==> src/rtl/riscv_mem_arbiter.sv <==
// Shares one single-ported memory bus between the hart's fetch and data ports.
// One hart step = optional data access, then the fetch, then a one-cycle
// ready pulse that returns both words together.
//
// state | meaning
// IDLE  | waiting for a fetch request; operands latched on exit
// D_REQ | data access on the bus (skipped when misaligned)
// I_REQ | instruction fetch on the bus
// DONE  | ready pulse for both ports, bus_err if anything went wrong
module riscv_mem_arbiter #(
  parameter int TIMEOUT = 256,
  parameter int TO_W    = 8
) (
  input  logic        clk,
  input  logic        rst_n,
  input  logic        i_addr_valid,
  input  logic [31:0] i_addr,
  output logic        i_data_ready,
  output logic [31:0] i_data,
  input  logic [2:0]  d_mem_op,
  input  logic        d_addr_valid,
  input  logic [31:0] d_addr,
  input  logic        d_write_data_valid,
  input  logic [31:0] d_write_data,
  output logic        d_read_data_ready,
  output logic [31:0] d_read_data,
  output logic        bus_err,
  output logic        mem_req,
  output logic        mem_we,
  output logic [31:0] mem_addr,
  output logic [31:0] mem_wdata,
  output logic [3:0]  mem_wstrb,
  input  logic        mem_ack,
  input  logic [31:0] mem_rdata
);

  typedef enum logic [1:0] {IDLE, D_REQ, I_REQ, DONE} state_t;

  state_t            state_q, state_d;
  logic [TO_W-1:0]   cnt_q;
  logic [31:0]       i_addr_q, d_addr_q, wdata_q;
  logic [3:0]        wstrb_q;
  logic              we_q, err_q;
  logic              rdy;

  // Sign-extension choice and fetch offset bits are the hart's concern only.
  logic unused_bits;
  assign unused_bits = ^{i_addr[1:0], d_mem_op[2]};

  // d_mem_op[1:0]: 00 byte, 01 half, 1x word (covers the undefined codes 3/6/7).
  logic [1:0]  size;
  logic        misaligned;
  logic [3:0]  strb_new;
  logic [31:0] wdata_new;
  logic        to_hit;

  assign size       = d_mem_op[1:0];
  assign misaligned = d_addr_valid &&
                      (((size == 2'b01) && d_addr[0]) || (size[1] && (d_addr[1:0] != 2'b00)));
  // Abandon on the cycle whose count would reach TIMEOUT-1 without an ack.
  assign to_hit     = !mem_ack && (cnt_q == TO_W'(TIMEOUT - 2));

  // Store lane alignment: strobes select the lanes, data is replicated so any lane is correct.
  always_comb begin
    strb_new  = 4'b1111;
    wdata_new = d_write_data;
    case (size)
      2'b00: begin
        strb_new  = 4'b0001 << d_addr[1:0];
        wdata_new = {4{d_write_data[7:0]}};
      end
      2'b01: begin
        strb_new  = d_addr[1] ? 4'b1100 : 4'b0011;
        wdata_new = {2{d_write_data[15:0]}};
      end
      default: ;
    endcase
  end

  // Next-state and bus outputs; bus fields come from latched operands so they stay stable.
  always_comb begin
    state_d   = state_q;
    mem_req   = 1'b0;
    mem_we    = 1'b0;
    mem_addr  = 32'h0;
    mem_wdata = 32'h0;
    mem_wstrb = 4'h0;
    rdy       = 1'b0;
    case (state_q)
      IDLE: begin
        if (i_addr_valid) state_d = (d_addr_valid && !misaligned) ? D_REQ : I_REQ;
      end
      D_REQ: begin
        mem_req   = 1'b1;
        mem_we    = we_q;
        mem_addr  = d_addr_q;
        mem_wdata = wdata_q;
        mem_wstrb = wstrb_q;
        if (mem_ack || to_hit) state_d = I_REQ;
      end
      I_REQ: begin
        mem_req  = 1'b1;
        mem_addr = i_addr_q;
        if (mem_ack || to_hit) state_d = DONE;
      end
      DONE: begin
        rdy     = 1'b1;
        state_d = IDLE;
      end
      default: state_d = IDLE;
    endcase
  end

  assign i_data_ready      = rdy;
  assign d_read_data_ready = rdy;
  assign bus_err           = rdy && err_q;

  // State register.
  always_ff @(posedge clk or negedge rst_n) begin
    if (!rst_n) state_q <= IDLE;
    else        state_q <= state_d;
  end

  // Operand capture, result capture, timeout counter and sticky error.
  always_ff @(posedge clk or negedge rst_n) begin
    if (!rst_n) begin
      cnt_q       <= '0;
      i_addr_q    <= 32'h0;
      d_addr_q    <= 32'h0;
      wdata_q     <= 32'h0;
      wstrb_q     <= 4'h0;
      we_q        <= 1'b0;
      err_q       <= 1'b0;
      i_data      <= 32'h0;
      d_read_data <= 32'h0;
    end else begin
      case (state_q)
        IDLE: begin
          if (i_addr_valid) begin
            i_addr_q    <= {i_addr[31:2], 2'b00};
            d_addr_q    <= {d_addr[31:2], 2'b00};
            we_q        <= d_write_data_valid;
            wdata_q     <= d_write_data_valid ? wdata_new : 32'h0;
            wstrb_q     <= d_write_data_valid ? strb_new : 4'h0;
            err_q       <= misaligned;
            i_data      <= 32'h0;
            d_read_data <= 32'h0;
            cnt_q       <= '0;
          end
        end
        D_REQ: begin
          if (mem_ack) begin
            if (!we_q) d_read_data <= mem_rdata;
            cnt_q <= '0;
          end else if (to_hit) begin
            d_read_data <= 32'h0;
            err_q       <= 1'b1;
            cnt_q       <= '0;
          end else begin
            cnt_q <= cnt_q + 1'b1;
          end
        end
        I_REQ: begin
          if (mem_ack) begin
            i_data <= mem_rdata;
            cnt_q  <= '0;
          end else if (to_hit) begin
            i_data <= 32'h0;
            err_q  <= 1'b1;
            cnt_q  <= '0;
          end else begin
            cnt_q <= cnt_q + 1'b1;
          end
        end
        default: ;
      endcase
    end
  end

endmodule

==> config.mk <==
export PLATFORM = sky130hd
export DESIGN_NAME = riscv_mem_arbiter
export DESIGN_NICKNAME = d
export VERILOG_FILES = /design/src/rtl/riscv_mem_arbiter.sv
export SDC_FILE = /design/constraint.sdc
export NUM_CORES = 1
export LEC_CHECK = 0
export CORE_MARGIN = 8
export CORE_UTILIZATION = 23
export CTS_CLUSTER_DIAMETER = 100
export CTS_CLUSTER_SIZE = 28
export DETAILED_ROUTE_END_ITERATION = 8
export PLACE_DENSITY = 0.47
export SYNTH_ARGS = -nofsm -noshare
export SYNTH_HDL_FRONTEND = slang
export SYNTH_SLANG_ARGS = --single-unit
==> constraint.sdc <==
create_clock -name clk -period 2.29 [get_ports clk]
set_input_delay 0.458 -clock clk [delete_from_list [all_inputs] [get_ports clk]]
set_output_delay 0.458 -clock clk [all_outputs]
set_load 0.05 [all_outputs]
==> results of run 1 <==
worst paths after layout:
check | startpoint | end | slack, ns | cells past startpoint
worst max-delay path | state_q[1]$_DFFE_PN0P_ | mem_wdata[3] | 0.002 | 5
worst min register to register | wstrb_q[3]$_DFFE_PN0P_ | wstrb_q[3]$_DFFE_PN0P_ | 0.46 | 2
worst max register to register | state_q[0]$_DFFE_PN0P_ | i_data[29]$_DFFE_PN0P_ | 0.32 | 8
min in group asynchronous | rst_n | d_read_data[13]$_DFFE_PN0P_ | 0.56 | 2
max in group asynchronous | rst_n | wdata_q[1]$_DFFE_PN0P_ | 1.06 | 3
worst min-delay path | wstrb_q[3]$_DFFE_PN0P_ | wstrb_q[3]$_DFFE_PN0P_ | 0.46 | 2
cells in the mapped netlist (2+ instances only):
cell                       number
sky130_fd_sc_hd__nor2b_1       17
sky130_fd_sc_hd__nand3_1        4
sky130_fd_sc_hd__a21oi_1        7
sky130_fd_sc_hd__buf_4          6
sky130_fd_sc_hd__inv_1          6
sky130_fd_sc_hd__nor3_1         2
sky130_fd_sc_hd__nand4_1        2
sky130_fd_sc_hd__nand2b_1       3
sky130_fd_sc_hd__or4_1          2
sky130_fd_sc_hd__nand2_1       60
sky130_fd_sc_hd__mux2i_1       10
sky130_fd_sc_hd__o22ai_1        2
sky130_fd_sc_hd__ha_1           6
sky130_fd_sc_hd__dfrtp_1      172
sky130_fd_sc_hd__buf_2         23
sky130_fd_sc_hd__and3_1         3
sky130_fd_sc_hd__o211ai_1       2
sky130_fd_sc_hd__a31oi_1        5
sky130_fd_sc_hd__a22oi_1       30
sky130_fd_sc_hd__a22o_1        64
sky130_fd_sc_hd__clkbuf_1      22
sky130_fd_sc_hd__and2_1        38
sky130_fd_sc_hd__mux2_2        67
sky130_fd_sc_hd__o21ai_0       50
sky130_fd_sc_hd__nor2_1        38
registers in the layout, indices dropped and copies added (netlist names):
| register | flops |
|---|---|
| d_read_data | 32 |
| i_data | 32 |
| wdata_q | 32 |
| d_addr_q | 30 |
| i_addr_q | 30 |
| cnt_q | 8 |
| wstrb_q | 4 |
| state_q | 2 |
| err_q | 1 |
| we_q | 1 |
critical path, delay by kind of cell, from the launching register on:
family                   cells  cell delay (ns)
flip-flops                   1             0.41
buffers and inverters        3             0.59
adder cells (fa/ha/maj)      1             0.20
AND/OR/NAND/NOR              1             0.19
metal layers:
metal	vias to the layer above	share of wire, %
met1	3060	44
met4	8	1.0
li1	2903	-
met2	201	45
met3	22	10
met5	-	0.16
cell type report:
| type | instances | area (sq um) | area share (%) |
|---|---|---|---|
| clock inverter | 12 | 161 | 1.25 |
| clock buffer | 19 | 453 | 3.50 |
| inverter | 7 | 33.8 | 0.261 |
| sequential | 172 | 4300 | 33.3 |
| timing repair buffer | 312 | 3950 | 30.5 |
| tap | 442 | 553 | 4.27 |
| multi-input combinational | 429 | 3480 | 26.9 |
report_power, final:
part | switching [uW] | leakage, uW | internal, uW
clock network | 1310 | 0.000293 | 1790
logic | 6870 | 0.00290 | 5330
registers | 750 | 0.00219 | 4320
total | 8940 | 0.00538 | 11400
kinds of logic after synthesis:
| family | count (synthesis) |
|---|---|
| flops | 172 |
| compound gates | 170 |
| mux | 77 |
| xor+xnor | 2 |
| buf+inv | 59 |
| other cells | 1 |
| simple gates | 172 |
| fa+ha+maj | 6 |
per-stage QoR:
stage,hold slack [ns],setup slack [ns]
global placement,0.446,0.242
CTS,0.469,-0.0597
detailed placement,0.452,0.228
global route,0.499,-0.0756
floorplan,0.162,0.0833
finish,0.464,0.00190
what timing repair did:
item	CTS	global route
endpoints found under the hold margin	1	0
buffers inserted	4	3
resized for setup	50	6
setup endpoints to repair	67	67
cloned	3	2
pin swaps	1	9
hold buffers	1	0
==> results.txt, run 1 <==
The portion of the post-synthesis area used by sequential elements is 56.7%. The repair_antennas step left the layout with diodes totalling 0. The finished cells cover 0.0129 sq mm. The last weighted congestion value of the routability-driven placer came out at 0.702. The largest single stage delay on the critical path is 0.41 ns.

The number of nets in the finished design came out at 1082. The reported leakage power came out at 0.00538 uW. The clock skew after layout came out at 0.0100 ns. The global-route wire length before repair came out at 41.6 mm. The met1 global-route usage came out at 17.4%. Summing all placed instances gives a cell area of 0.0119 sq mm. The post-route netlist has 31.7% of its cells at a drive strength greater than 1. The final standard cell utilization of the core is 39.8%. The portion of netlist area occupied by mux cells came out at 11.3%. The slew at the pin closest to its max-slew limit came out at 0.598 ns. The floorplan step defined a die boundary enclosing 0.0391 sq mm. The final count of hold timing violations is 0. In this run the standard cell core region covers 0.0325 sq mm. The area growth from synthesis to layout is 70.4%. The number of library cell types mapped by synthesis came out at 43.

Summed over all instances, the cell type with the most area after synthesis is sky130_fd_sc_hd__dfrtp_1. The deepest clock path buffer count is 2. The wire length after detailed routing is 27.0 mm. The most crowded layer after global routing is met2. The floorplan die width is 198 um. Summing internal, switching and leakage power gives 20400 uW. The number of setup violations in the final report is 0. Of the available clock period, the critical path in the final layout requires 99.9%. The number of max-slew violations in the final report came out at 0. The overall track demand over capacity in global routing is 13.8%. Measured against its own limit, the worst slew margin works out to 60.1%. The peak supply drop came out at 0.706 mV.

The flow ran to the end, and the final reports show no timing, DRC or antenna violations. The number of global-route vias before repair came out at 6678. Among all flip-flop cells after synthesis, the most frequent one is sky130_fd_sc_hd__dfrtp_1. The y dimension of the die is 198 um.

After Yosys synthesis, full adders, half adders and majority gates account for 0.988% of the synthesized area. The cell with the biggest individual delay on the critical path is sky130_fd_sc_hd__dfrtp_1. The number of violations reported at the end of detailed-routing iteration 0 came out at 192. The via count is 6194.

The critical path is of the register to output pin type. The HPWL after detailed placement is 18.5 mm. The post-route setup TNS came out at 0 ns. In the routed design, unresolved DRC markers number 0. Max-cap violations in this run came to 0. For this configuration, the core starts out at a cell density of 23.3%.

Leaving out fill and tap cells, the most frequent cell in the layout is sky130_fd_sc_hd__clkdlybuf4s50_1. The number of I/O port buffers came out at 268. The fraction of met3 tracks used by global routing came out at 6.55%.

By area, the combinational part of the netlist is dominated by compound AO/OA/AOI/OAI gates. The number of antenna violations at the first check in global routing is 4. The met2 routing resource usage after global routing came out at 21.3%. Row generation in the floorplan step produced 66 rows.

The yosys synthesis warning count came out at 0. Along the worst path, the maximum fanout reaches 25. Dividing the detail-routed wire length by the instance count gives 19.4 um. The tree built by TritonCTS fans out to 172 sinks. In the layout the commonest cells are sky130_fd_sc_hd__clkdlybuf4s50_1, sky130_fd_sc_hd__dfrtp_1, sky130_fd_sc_hd__buf_12.

The final period demand of the worst path came out at 2.29 ns. Setup repair after global routing could not meet its margin everywhere. STA classifies the critical path startpoint as a register. The synthesized area per cell came out at 11.5 sq um. The clock latency at the later pin of the worst-skew pair is 0.44 ns.

Sorting the synthesized cells by area gives the leading types as sky130_fd_sc_hd__dfrtp_1, sky130_fd_sc_hd__mux2_2, sky130_fd_sc_hd__a22o_1. After Yosys synthesis, and, or, nand and nor cells account for 11.1% of the synthesized area. The maximum frequency from static timing analysis is 437 MHz.

The detailed-routing iteration count for the pre-antenna-repair pass is 4. The number of synthesized flops with an enable pin came out at 0. The post-synthesis cell count came out at 659. In the synthesized netlist the async set-or-reset flop fraction comes to 100%. The share of the synthesized area in compound gates (AO/OA/AOI/OAI) is 16.0%. The nature of the critical path endpoint is an output pin. The filler-free cell count of the finished design is 1393. The number of placed instances, taps included, is 1349. The power density relative to cell area is 1570 mW/mm^2. The number of nets still failing antenna checks after routing is 0. After global routing the overflow that remains totals 0. The final-layout fill cell count is 3173. Summing every instance area after synthesis gives 0.00759 sq mm. The pin count of the biggest net entering global routing is 57. The arrival time at the worst endpoint came out at 1.83 ns. For the worst setup path, the data required time is 1.83 ns. TritonCTS built the clock tree. In this run the worst hold path is classified as register to register. Clock-pin slew was measured on the worst setup and hold paths at 0.07 ns. The synthesized netlist devotes 0.231% of its cell area to XOR and XNOR gates. The via density per instance came out at 4.45.

The CTS buffer count is 17. The number of levels the H-tree was split into is 4. The flip-flop and latch count after synthesis is 172. The number of top-level pins is 274. The critical path goes through inv_2, ha_4, bufbuf_16, and2_1, buf_12. The cell at the root of the clock tree is sky130_fd_sc_hd__clkbuf_16. The share of synthesized area in the top cell type comes to 56.7%.
(Power assumes the default switching activity.)
==> run 2: changes to the inputs <==
--- a/config.mk
+++ b/config.mk
@@ -11,6 +11,7 @@
 export CTS_CLUSTER_SIZE = 28
 export DETAILED_ROUTE_END_ITERATION = 8
 export PLACE_DENSITY = 0.47
+export REMOVE_ABC_BUFFERS = 1
 export SYNTH_ARGS = -nofsm -noshare
 export SYNTH_HDL_FRONTEND = slang
 export SYNTH_SLANG_ARGS = --single-unit
==> run 2 against run 1 <==
  * The flow now finishes with violations (setup timing)
  * Final cell count up 0.29%
  * Combinational power is essentially flat
  * Final area rose by 1.2%
  * Sequential share of layout area is 0.38 points lower
  * Utilization is 0.46 points higher
  * Sequential power is essentially flat
  * Maximum frequency shrank 0.52%
  * Critical path depth grew 1
  * Register-to-register slack better by 0.02 ns
  * Non-clock buffer count rose by 4
  * First-iteration DRC count is 21% higher
  * Largest cell class unchanged
==> results.txt, run 2 (synthesis results as in run 1) <==
The run finished, with violations left. The final reports fail on setup timing. The final cell area excluding filler cells is 0.0131 sq mm. The instance count after placement with tap cells included is 1352. The cell area reported after detailed placement is 0.0117 sq mm. For the worst setup path, the data required time is 1.83 ns. The number of nets still failing antenna checks after routing is 0.

In the layout the commonest cells are sky130_fd_sc_hd__clkdlybuf4s50_1, sky130_fd_sc_hd__dfrtp_1, sky130_fd_sc_hd__buf_12. The via count came out at 6206. Measured along the y axis, the die boundary spans 198 um.

The number of max-slew violations in the final report is 0. The layout has 3207 filler cells. The overall power after layout came out at 20700 uW.

The area inside the core boundary came out at 0.0325 sq mm. The largest registers in the layout are d_read_data (32), i_data (32), wdata_q (32). The total inserted antenna cells came out at 0. The tool flagged a number of max-cap violations equal to 0. Walking the worst path, the cells encountered are buf_6, ha_4, clkbuf_16, a22oi_2, nor2_4, buf_12. The floorplan die area is 0.0391 sq mm. From left edge to right edge, the die measures 198 um. The worst setup path is launched from a register. For this run, the detailed router's first-pass iteration total came to 4. The arrival time at the worst endpoint is 1.84 ns.

Among all stages on the critical path, the largest delay is contributed by sky130_fd_sc_hd__dfrtp_1. Across the routed clock network, the largest skew measured is 0.0101 ns. The total DRC errors in the routed layout is 0.

The post-route setup TNS came out at -0.0250 ns. After detailed routing, the number of vias per cell comes to 4.44. The number of top-level pins came out at 274. The path category of the worst min-delay check is register to register. The synthesis-to-finish area growth came out at 72.3%. The first global-routing pass estimated 41.3 mm of wire. The fraction of final layout cells with drive strength greater than 1 is 34.3%.

For the worst-skew pair, the clock arrives at the later sink with an insertion delay of 0.45 ns. The number of setup violations in the final report came out at 6. The final HPWL from detailed placement is 18.3 mm. The worst setup margin came out at -0.0102 ns. The nature of the critical path endpoint is an output pin. Once the floorplan was initialized, standard cells occupied 23.3% of the core. The endpoint identified for the worst register-to-register timing path is cnt_q[4]$_DFFE_PN0P_. The cell depth of the worst hold path is 2. The last weighted congestion value of the routability-driven placer came out at 0.761. The final worst hold slack came out at 0.468 ns. The average wire per standard cell is 19.2 um. The slew at the pin closest to its max-slew limit came out at 0.550 ns. The tree is rooted in a sky130_fd_sc_hd__clkbuf_16. The largest fanout of any net on the critical path is 16. The share of the cycle needed by the critical path after routing came out at 100%. The worst min-delay path startpoint is wstrb_q[1]$_DFFE_PN0P_.

The logic depth of the worst register-to-register path came out at 7. The routed design has 26.8 mm of wire. The most crowded layer after global routing is met2. The number of nets in the finished design came out at 1086.

TritonCTS built the clock tree. The floorplan has 66 rows. The routed design could run at a clock period as short as 2.30 ns.

After clock tree synthesis, the clock-pin slew on the worst setup and hold paths is 0.07 ns. Entering global routing, the biggest net connects 46 pins. For hold timing, the worst endpoint is wstrb_q[1]$_DFFE_PN0P_. The overall track demand over capacity in global routing is 13.7%. The filler-free cell count of the finished design came out at 1397.

Timing would allow up to 435 MHz. In the global route stage, met2 resource usage came out at 21.1%. The worst pin sits at a relative slew slack of 63.2%. The CTS buffer count came out at 17. The met1 global-route usage is 17.3%. For this run the aggregate overflow at the end of global routing stands at 0. The peak supply drop came out at 0.653 mV. The reg-to-reg setup timing slack is 0.34 ns.

The number of levels the H-tree was split into came out at 4. The deepest clock path buffer count came out at 2. The library cell used most frequently in the layout, excluding fill and tap cells, is sky130_fd_sc_hd__clkdlybuf4s50_1. The number of antenna violations at the first check in global routing was 1. The number of I/O port buffers came out at 268. The number of global-route vias before repair is 6645. The fraction of met3 tracks used by global routing came out at 6.16%. The startpoint-to-endpoint class of the critical path is register to output pin. The final count of hold timing violations came out at 0. In this design, the stage delay of the slowest critical-path cell is 0.41 ns. The power density relative to cell area came out at 1580 mW/mm^2. Setup repair after global routing could not meet its margin everywhere.

The number of sinks handled by clock tree synthesis came out at 172. The reported leakage power came out at 0.00547 uW. In this run the critical register-to-register path is launched from state_q[0]$_DFFE_PN0P_. The number of violations reported at the end of detailed-routing iteration 0 is 233.
[run 2: cell count changes in the layout (fill, tap and decap cells not counted), sizes merged]
cell,delta
buf,+4
clkbuf,+1
bufbuf,-1
[run 2: cell type report]
type	instances	area (sq um)	share of cell area [%]
Clock buffer	19	453	3.46
Clock inverter	12	161	1.23
Inverter	7	33.8	0.258
Multi-Input combinational cell	429	3540	27.1
Sequential cell	172	4300	32.9
Tap cell	442	553	4.23
Timing Repair Buffer	316	4040	30.9
[run 2: critical path, delay by kind of cell, from the launching register on]
family | cells | cell delay [ns]
compound gates | 1 | 0.21
fa+ha+maj | 1 | 0.21
simple gates | 1 | 0.06
flops | 1 | 0.41
buf+inv | 3 | 0.49
[run 2: power by group]
group / total (uW) / switching, uW / internal (uW) / leakage (uW)
Sequential: 5090 / 772 / 4320 / 0.00219
Combinational: 12500 / 6940 / 5560 / 0.00299
Clock: 3110 / 1320 / 1780 / 0.000293
Total: 20700 / 9040 / 11700 / 0.00547
[run 2: repair_timing]
| action | CTS | global route |
|---|---|---|
| hold buffers | 1 | 0 |
| setup endpoints to repair | 67 | 63 |
| gates cloned | 2 | 4 |
| setup buffers | 6 | 1 |
| pin swaps | 20 | 15 |
| resized for setup | 113 | 37 |
| endpoints found under the hold margin | 40 | 0 |
[run 2: worst max path at each step]
| stage | startpoint | to | slack, ns |
|---|---|---|---|
| 2_1_floorplan | state_q[0]$_DFFE_PN0P_ | d_read_data[0]$_DFFE_PN0P_ | -1.77 |
| 3_3_place_gp | i_addr_valid | cnt_q[4]$_DFFE_PN0P_ | 0.15 |
| 3_5_place_dp | i_addr_valid | cnt_q[4]$_DFFE_PN0P_ | 0.13 |
| 4_1_cts | state_q[1]$_DFFE_PN0P_ | mem_addr[20] | -0.07 |
| 5_1_grt | state_q[1]$_DFFE_PN0P_ | mem_addr[17] | -0.09 |
| 6_report | state_q[0]$_DFFE_PN0P_ | mem_addr[25] | -0.01 |
[run 2: routing by layer]
| metal | part of all wire, % | wire length [um] | vias to the layer above |
|---|---|---|---|
| li1 | - | - | 2910 |
| met1 | 44 | 11800 | 3095 |
| met2 | 46 | 12400 | 182 |
| met3 | 8.9 | 2400 | 17 |
| met4 | 0.82 | 220 | 2 |
| met5 | 0.048 | 13 | - |
[run 2: through the flow]
| step | worst slack, ns | utilization [%] |
|---|---|---|
| after floorplan | -1.77 | - |
| after global placement | 0.150 | 36.0 |
| after detailed placement | 0.132 | 36.0 |
| after CTS | -0.0687 | 39.6 |
| after global routing | -0.0899 | 40.2 |
| final | -0.0102 | 40.2 |
